**src/rtl/axis_packet_merge.sv**
```systemverilog
// AXI-Stream packet merge: locks onto one channel at its routing header
// and forwards the whole packet through a one-flit output register.
package axis_packet_merge_pkg;
  localparam int AXIS_DATA_W = 32;
  localparam int AXIS_ID_W   = 4;
  localparam int AXIS_DEST_W = 4;
  localparam int AXIS_USER_W = 4;

  localparam logic [AXIS_ID_W-1:0] ROUTING_HEADER = 4'hF;

  typedef struct packed {
    logic [AXIS_DATA_W-1:0] tdata;
    logic [AXIS_ID_W-1:0]   tid;
    logic [AXIS_DEST_W-1:0] tdest;
    logic [AXIS_USER_W-1:0] tuser;
    logic                   tlast;
  } axis_data_t;
endpackage

module axis_packet_merge
  import axis_packet_merge_pkg::*;
#(
  parameter int DATA_WIDTH           = AXIS_DATA_W,
  parameter int ID_WIDTH             = AXIS_ID_W,
  parameter int DEST_WIDTH           = AXIS_DEST_W,
  parameter int USER_WIDTH           = AXIS_USER_W,
  parameter int CHANNEL_NUMBER       = 10,
  parameter int CHANNEL_NUMBER_WIDTH = $clog2(CHANNEL_NUMBER)
) (
  input  logic                            clk,
  input  logic                            rst,
  input  axis_data_t                      in [CHANNEL_NUMBER],
  input  logic                            in_valid [CHANNEL_NUMBER],
  output logic                            in_ready [CHANNEL_NUMBER],
  output axis_data_t                      out,
  output logic                            out_valid,
  input  logic                            out_ready,
  output logic [CHANNEL_NUMBER_WIDTH-1:0] current_grant,
  output logic [7:0]                      drop_cnt
);

  localparam int CW = CHANNEL_NUMBER_WIDTH;

  // The flit layout is shared through the package; widths must agree.
  if (DATA_WIDTH != AXIS_DATA_W || ID_WIDTH != AXIS_ID_W ||
      DEST_WIDTH != AXIS_DEST_W || USER_WIDTH != AXIS_USER_W)
  begin : g_width_chk
    $error("axis_data_t widths differ from module parameters");
  end

  typedef enum logic {IDLE, LOCKED} state_t;

  state_t        state_q, state_d;
  logic [CW-1:0] grant_q, grant_d;
  axis_data_t    out_q, out_d;
  logic          out_valid_q, out_valid_d;
  logic [7:0]    drop_q, drop_d;

  logic [CHANNEL_NUMBER-1:0] req;
  logic [CHANNEL_NUMBER-1:0] stray;
  logic                      any_req;
  logic [CW-1:0]             pick;
  logic [CW-1:0]             idx;
  logic [7:0]                n_drop;
  logic [8:0]                drop_sum;
  logic                      take;
  axis_data_t                flit;

  always_comb begin
    for (int i = 0; i < CHANNEL_NUMBER; i++) begin
      req[i]   = in_valid[i] && (in[i].tid == ROUTING_HEADER);
      stray[i] = in_valid[i] && (in[i].tid != ROUTING_HEADER);
    end
  end

  // Round robin starting one past the last grant, wrapping at N-1.
  always_comb begin
    any_req = 1'b0;
    pick    = grant_q;
    idx     = grant_q;
    for (int k = 0; k < CHANNEL_NUMBER; k++) begin
      idx = (idx == CW'(CHANNEL_NUMBER - 1)) ? '0 : idx + CW'(1);
      if (!any_req && req[idx]) begin
        any_req = 1'b1;
        pick    = idx;
      end
    end
  end

  always_comb begin
    n_drop = '0;
    for (int i = 0; i < CHANNEL_NUMBER; i++) begin
      n_drop = n_drop + 8'(stray[i]);
    end
    drop_sum = {1'b0, drop_q} + {1'b0, n_drop};
  end

  always_comb begin
    state_d     = state_q;
    grant_d     = grant_q;
    out_d       = out_q;
    out_valid_d = out_valid_q;
    drop_d      = drop_q;
    flit        = in[grant_q];
    take        = 1'b0;
    for (int i = 0; i < CHANNEL_NUMBER; i++) begin
      in_ready[i] = 1'b0;
    end
    if (!rst) begin
      unique case (state_q)
        IDLE: begin
          for (int i = 0; i < CHANNEL_NUMBER; i++) begin
            in_ready[i] = stray[i];
          end
          drop_d = drop_sum[8] ? 8'hFF : drop_sum[7:0];
          if (any_req) begin
            state_d = LOCKED;
            grant_d = pick;
          end
        end
        LOCKED: begin
          in_ready[grant_q] = !out_valid_q || out_ready;
          take = in_ready[grant_q] && in_valid[grant_q];
          if (take && flit.tlast) begin
            state_d = IDLE;
          end
        end
        default: state_d = IDLE;
      endcase
    end
    if (take) begin
      out_d       = flit;
      out_valid_d = 1'b1;
    end else if (out_ready) begin
      out_valid_d = 1'b0;
    end
  end

  always_ff @(posedge clk) begin
    if (rst) begin
      state_q     <= IDLE;
      grant_q     <= CW'(CHANNEL_NUMBER - 1);
      out_q       <= '0;
      out_valid_q <= 1'b0;
      drop_q      <= '0;
    end else begin
      state_q     <= state_d;
      grant_q     <= grant_d;
      out_q       <= out_d;
      out_valid_q <= out_valid_d;
      drop_q      <= drop_d;
    end
  end

  assign out           = out_q;
  assign out_valid     = out_valid_q;
  assign current_grant = grant_q;
  assign drop_cnt      = drop_q;

endmodule

```
**config.mk**
```make
export PLATFORM = sky130hd
export DESIGN_NAME = axis_packet_merge
export DESIGN_NICKNAME = d
export VERILOG_FILES = /design/src/rtl/axis_packet_merge.sv
export SDC_FILE = /design/constraint.sdc
export NUM_CORES = 1
export LEC_CHECK = 0
export ABC_CLOCK_PERIOD_IN_PS = 14500
export BUFFER_PORTS_ARGS = -buffer_cell sky130_fd_sc_hd__buf_2
export CORE_AREA = 2 2 207 209
export CTS_CLUSTER_DIAMETER = 120
export DETAILED_ROUTE_END_ITERATION = 16
export DIE_AREA = 0 0 209 211
export PLACE_DENSITY_LB_ADDON = 0.3
export SYNTH_ARGS = -nofsm -noshare
export SYNTH_HDL_FRONTEND = slang
export SYNTH_SLANG_ARGS = --single-unit
```
**constraint.sdc**
```tcl
create_clock -name clk -period 14.5 [get_ports clk]
set_input_delay 0.725 -clock clk [delete_from_list [all_inputs] [get_ports clk]]
set_output_delay 0.725 -clock clk [all_outputs]
set_load 0.005 [all_outputs]
```
### After elaboration in Yosys (flattened, before gate mapping)

Index checks and enable logic that the tools add are counted.

* flip-flop bits (word level): 59
* input port bits: 463
* output and inout port bits: 68
* word-level logic and storage cells: 191

* add/subtract/negate cells: 20
* order comparisons: 12
* eq/ne operators: 30
* multiplexer cells: 71
* bitwise gates (word level): 3
* reductions and logical operators: 46

Operator list (number)
* $bmux 45 s4: 1
* $mux 45: 2
* $eq 4x4->1 const B: 20
* $mux 4: 20
* $lt 4x5->1 const B: 10
* $bmux 1 s4: 12
* $add 4x1->4 const B: 10
* $ne 4x4->1 const B: 10
* $logic_and 1x1->1: 32
* $mux 1: 31
* $pmux 10 s2: 1
* $add 8x1->8: 2
* $and 10x10->10: 1
* $logic_not 1->1: 10
* $mux 10: 1
* $reduce_bool 10->1: 1
* $add 8x8->9: 1
* $add 7x1->8: 1
* $mux 8: 1
* $add 6x1->7: 1
* $add 5x1->6: 1
* $add 4x1->5: 1
* $ge 5x5->1 const B: 1
* $lt 5x1->1 const B: 1
* other kinds (10): 10

### Longest topological paths before layout

* word-level depth: 34
* gate-level depth with buffers: 35

### Worst setup path before layout

OpenSTA, ideal clock, no wires.

* path type: register to register
* from: register grant_q[0] (netlist: current_grant[0])
* to: register grant_q[2] (netlist: current_grant[2])
* setup time: 0.122 ns
* data arrival time: 7.756 ns
* required time: 14.378 ns
* setup slack: 6.622 ns
* cell stages (with the launch flop): 32
* buffers on the path: 9
* period minus slack after synthesis: 7.878 ns
* cell sequence: dfxtp_1 > buf_6 > clkbuf_1 > clkbuf_1 > buf_1 > buf_1 > clkbuf_1 > buf_1 > clkbuf_1 > ha_1 > and2_1 > nand3_1 > a21o_1 > o21ai_1 > nor2_1 > ha_1 > nor2_1 > ha_1 > nor3_1 > nand2_1 > mux2_2 > nand3_1 > mux2i_1 > buf_2 > a22oi_1 > o21a_1 > or3_1 > nand4_1 > mux2_2 > o211a_1 > or2_1 > o311a_1

* cells in the longest elaborated chain, start to end: 33
* elaborated cells between the ends (all ways): 90
* classes of those cells: add/sub (10); eq/ne (10); mux (50); reduce/logical (20)

Ends and longest elaborated chain
* start: declaration: RTL line 54 `logic [CW-1:0] grant_q, grant_d;`
* start signal: assignment: RTL line 142 `grant_q <= CW'(CHANNEL_NUMBER - 1);`
* start signal: assignment: RTL line 148 `grant_q <= grant_d;`
* $add 4x1->4 or $eq 4x4->1 (tied branches): RTL line 82 `idx = (idx == CW'(CHANNEL_NUMBER - 1)) ? '0 : idx + CW'(1);`
* $mux 4 (*): RTL line 82
* parallel branches: the longest is 31 deep, another holds $add 4x1->4

Every way passes the cells marked *. The select of a mux whose other input is x is not followed.
A chain may end at the register's enable or synchronous reset.

### Worst setup path in the final report

* from: register grant_q[1] (netlist: current_grant[1])
* to: register grant_q[2] (netlist: current_grant[2])

Same word-level chain as after synthesis.

==> qor.yml <==
yosys:
  avgSynthCellArea_um2: 8.50
  yosysTopAreaCellShare: 0.250
  ys_seq_elements: 59
  syn_area_um2: 8830
  synth_cells: 1039
  synthTopCellsByArea: "mux4_2 25%, dfxtp_1 13%, nor2_1 6.1%, a211oi_1 4.6%, a21oi_1 4.5%"
  async_reset_ff_frac: 0
  synth.distinct_cells: 92
  ys_seq_area_frac: 0.134
  synth_edf_count: 0
  synth_top_area_cell: "mux4_2"
  synth_nets: 1531
  yosysWarningCount: 0
  synthFlopType: "dfxtp_1"
pwr:
  power_density_nw_per_um2: 305
  p_int_w: 0.00162
  switchingPower_w: 0.00213
  power_frac_comb: 0.852
  p_sw_frac: 0.569
  ir_drop_uv: 266
  p_leak_nw: 5.33
  clkPwrFrac: 0.063
  power_frac_seq: 0.086
layout:
  area_growth_pct: 39.3
  multi_input_area_um2: 7190
  drive_gt1_frac: 0.469
  num-fill-cells: 4494
  final_cells: 2072
  final_nets: 2000
  seq_area_um2: 1190
clocking:
  cts_buffers: 9
  clk_pin_slew_worst_paths_ns: 0.06
  cts.repair.resized: 0
  postCtsHoldBufs: 0
  cts_tree: "built"
  clockBufferDepth: 2
  post_cts.repair.setup_buffers: 0
  cts.sinks: 59
  insertion_delay_ns: 0.36
  ctsRootBufferMaster: "clkbuf_16"
  cts_htree_levels: 3
timing:
  fin_ws_ns: 5.81
  timing.hold.ws_ns: 0.494
  finalHoldViolCount: 0
  finalCriticalPeriod_ns: 8.69
  tns_ns: 0
  drv_slew: 0
  finClkSkew_ns: 0.0174
  post-route-period-util: 0.599
  tightest_slew_ns: 1.12
  max_freq_mhz: 115
  setup_violations: 0
  timing.slew.headroom: 0.249
  rsz0062_at_grt: "no"
setup_path:
  arrival_ns: 8.93
  critical_path_required_ns: 14.74
  end_kind: "flop"
  path_class: "reg2reg"
  setup.worst_path.start_class: "flop"
  critPathMaxFanout: 58
route:
  vias: 11300
  wl_um: 56500
  initialDrtViolationCount: 1107
  wl_met1_um: 22700
  wire_per_inst_um: 27.3
  viasPerCell: 5.45
  routed.top_layer: "met5"
  wl_met2_um: 25800
  route.met3.wl_um: 5840
  detail_route.first_pass.iterations: 5
  drc: 0
  postRouteAntennaNets: 0
worst_hold_path:
  holdCritPathClass: "reg2reg"
place:
  gp_congestion: 0.926
  placed_cells: 2036
  dpl.hpwl_um: 46700
  post-place-ws_ns: 6.01
  io_buffers: 530
die:
  io_pins: 531
  start_util: 0.211
  die_area_um2: 44100
  die_w_um: 209
  placementRows: 75
  coreArea_um2: 41800
  die_height_um: 211
job:
  maxCapViolCount: 0
grt:
  antenna_found_initial: 43
  grt_usage: 0.247
  grt_pass1_wl_um: 78300
  first_global_vias: 11000
  grt_overflow: 0
  grt_max_degree: 90
status:
  status: "completed"
cell usage in the layout (no fill, tap or decap), types with 10 or more instances in the layout:
cell / Yosys / routed
buf_4: 1 / 12
a21oi_1: 80 / 80
a211oi_1: 54 / 54
nor3_1: 17 / 16
nor2b_1: 51 / 51
nand4_1: 16 / 16
inv_1: 36 / 36
o21ai_0: 42 / 42
nand3_1: 20 / 20
dfxtp_1: 59 / 55
or2_2: 12 / 12
mux4_2: 98 / 98
diode_2: 0 / 20
mux2_2: 10 / 10
a221oi_1: 45 / 45
buf_2: 4 / 530
nand2_1: 56 / 56
mux2i_1: 17 / 17
ha_1: 22 / 22
nor2_1: 144 / 143
path summary, 6_finish.rpt:
kind	startpoint	endpoint	slack, ns	cells after the start
max	current_grant[1]	current_grant[2]	5.81	24
min	out[16]	out[16]	0.49	2
max reg2reg	current_grant[1]	current_grant[2]	5.81	24
min reg2reg	out[16]	out[16]	0.49	2
routing by layer:
layer	GRT usage	vias to the layer above
li1	-	5027
met1	0.307	5518
met2	0.388	607
met3	0.0931	115
met4	0.0916	24
met5	0	-
flip-flops by register name, indices dropped and copies added, names as in the netlist:
register,cells
out,45
out_valid,1
current_grant,4
drop_cnt,8
state_q,1
critical path: stages, from the launching register on:
cell and delay (ns):
dfxtp_4 0.90, inv_1 0.20, ha_1 0.56, o21ai_1 0.17, a221oi_2 0.56, nor2_1 0.23, a31oi_1 0.51, ha_1 0.36
nor2_1 0.24, ha_1 0.32, nor2_1 0.22, ha_1 0.30, nor3_1 0.32, nand2_1 0.09, mux2_2 0.26, nand3_1 0.09
mux2i_1 0.87, nand3_1 0.22, or4_4 0.47, a32oi_2 0.32, mux2i_1 0.18, mux2_2 0.36, o211a_1 0.23, or2_1 0.24
o311a_1 0.35
per-stage QoR:
stage	util	total power, W	instance area [µm²]
final	0.294	0.00375	12300
after CTS	0.293	0.00370	12200
after floorplan	-	0.00263	8830
after global routing	0.294	0.00405	12300
after detailed placement	0.286	0.00344	11900
after global placement	0.286	0.00344	11900
Yosys cell counts (4+ instances only):
library cell and instances:
or2_2 12, and3_1 7, inv_1 36, nand2_1 56
nand2b_1 9, xnor2_1 9, mux4_2 98, and4_1 5
mux2i_1 17, a221oi_1 45, o21a_1 4, ha_1 22
or2_1 4, a31oi_1 7, o21ai_0 42, clkbuf_1 60
a211o_1 5, buf_2 4, o221ai_1 4, o211ai_1 8
a22oi_1 7, dfxtp_1 59, nor2_1 144, nand3_1 20
buf_1 17, fa_1 7, a21oi_1 80, a211oi_1 54
nor4_1 6, o21ai_1 4, nor3b_1 4, nand4_1 16
mux2_2 10, and2_1 10, nor2b_1 51, nor3_1 17
cell families (layout without fill, tap and decap cells):
kind of cell | after synthesis | after routing | share of synthesized area
xor+xnor | 11 | 11 | 0.0125
compound gates | 314 | 314 | 0.256
simple gates | 380 | 380 | 0.215
mux | 125 | 125 | 0.282
buf+inv | 121 | 595 | 0.0541
fa+ha+maj | 29 | 29 | 0.0471
other cells | 0 | 20 | 0
flops | 59 | 59 | 0.134
layout make-up:
type                    count  share of cell area
diodes                     20             0.00407
flip-flops and latches     59              0.0969
well taps                 539              0.0549
clock inverters             7             0.00682
inverters                  37              0.0113
multi-input cells         859               0.585
repair buffers            542               0.223
clock buffers               9              0.0183
power by group through the flow:
stage / logic [W] / registers (W) / clock network (W)
after floorplan: 0.00236 / 0.000266 / 0
after global placement: 0.00312 / 0.000319 / 0
after detailed placement: 0.00312 / 0.000321 / 0
after CTS: 0.00314 / 0.000319 / 0.000246
after global routing: 0.00346 / 0.000330 / 0.000251
final: 0.00319 / 0.000321 / 0.000235
Note: power is estimated with default switching activity, not from simulation.
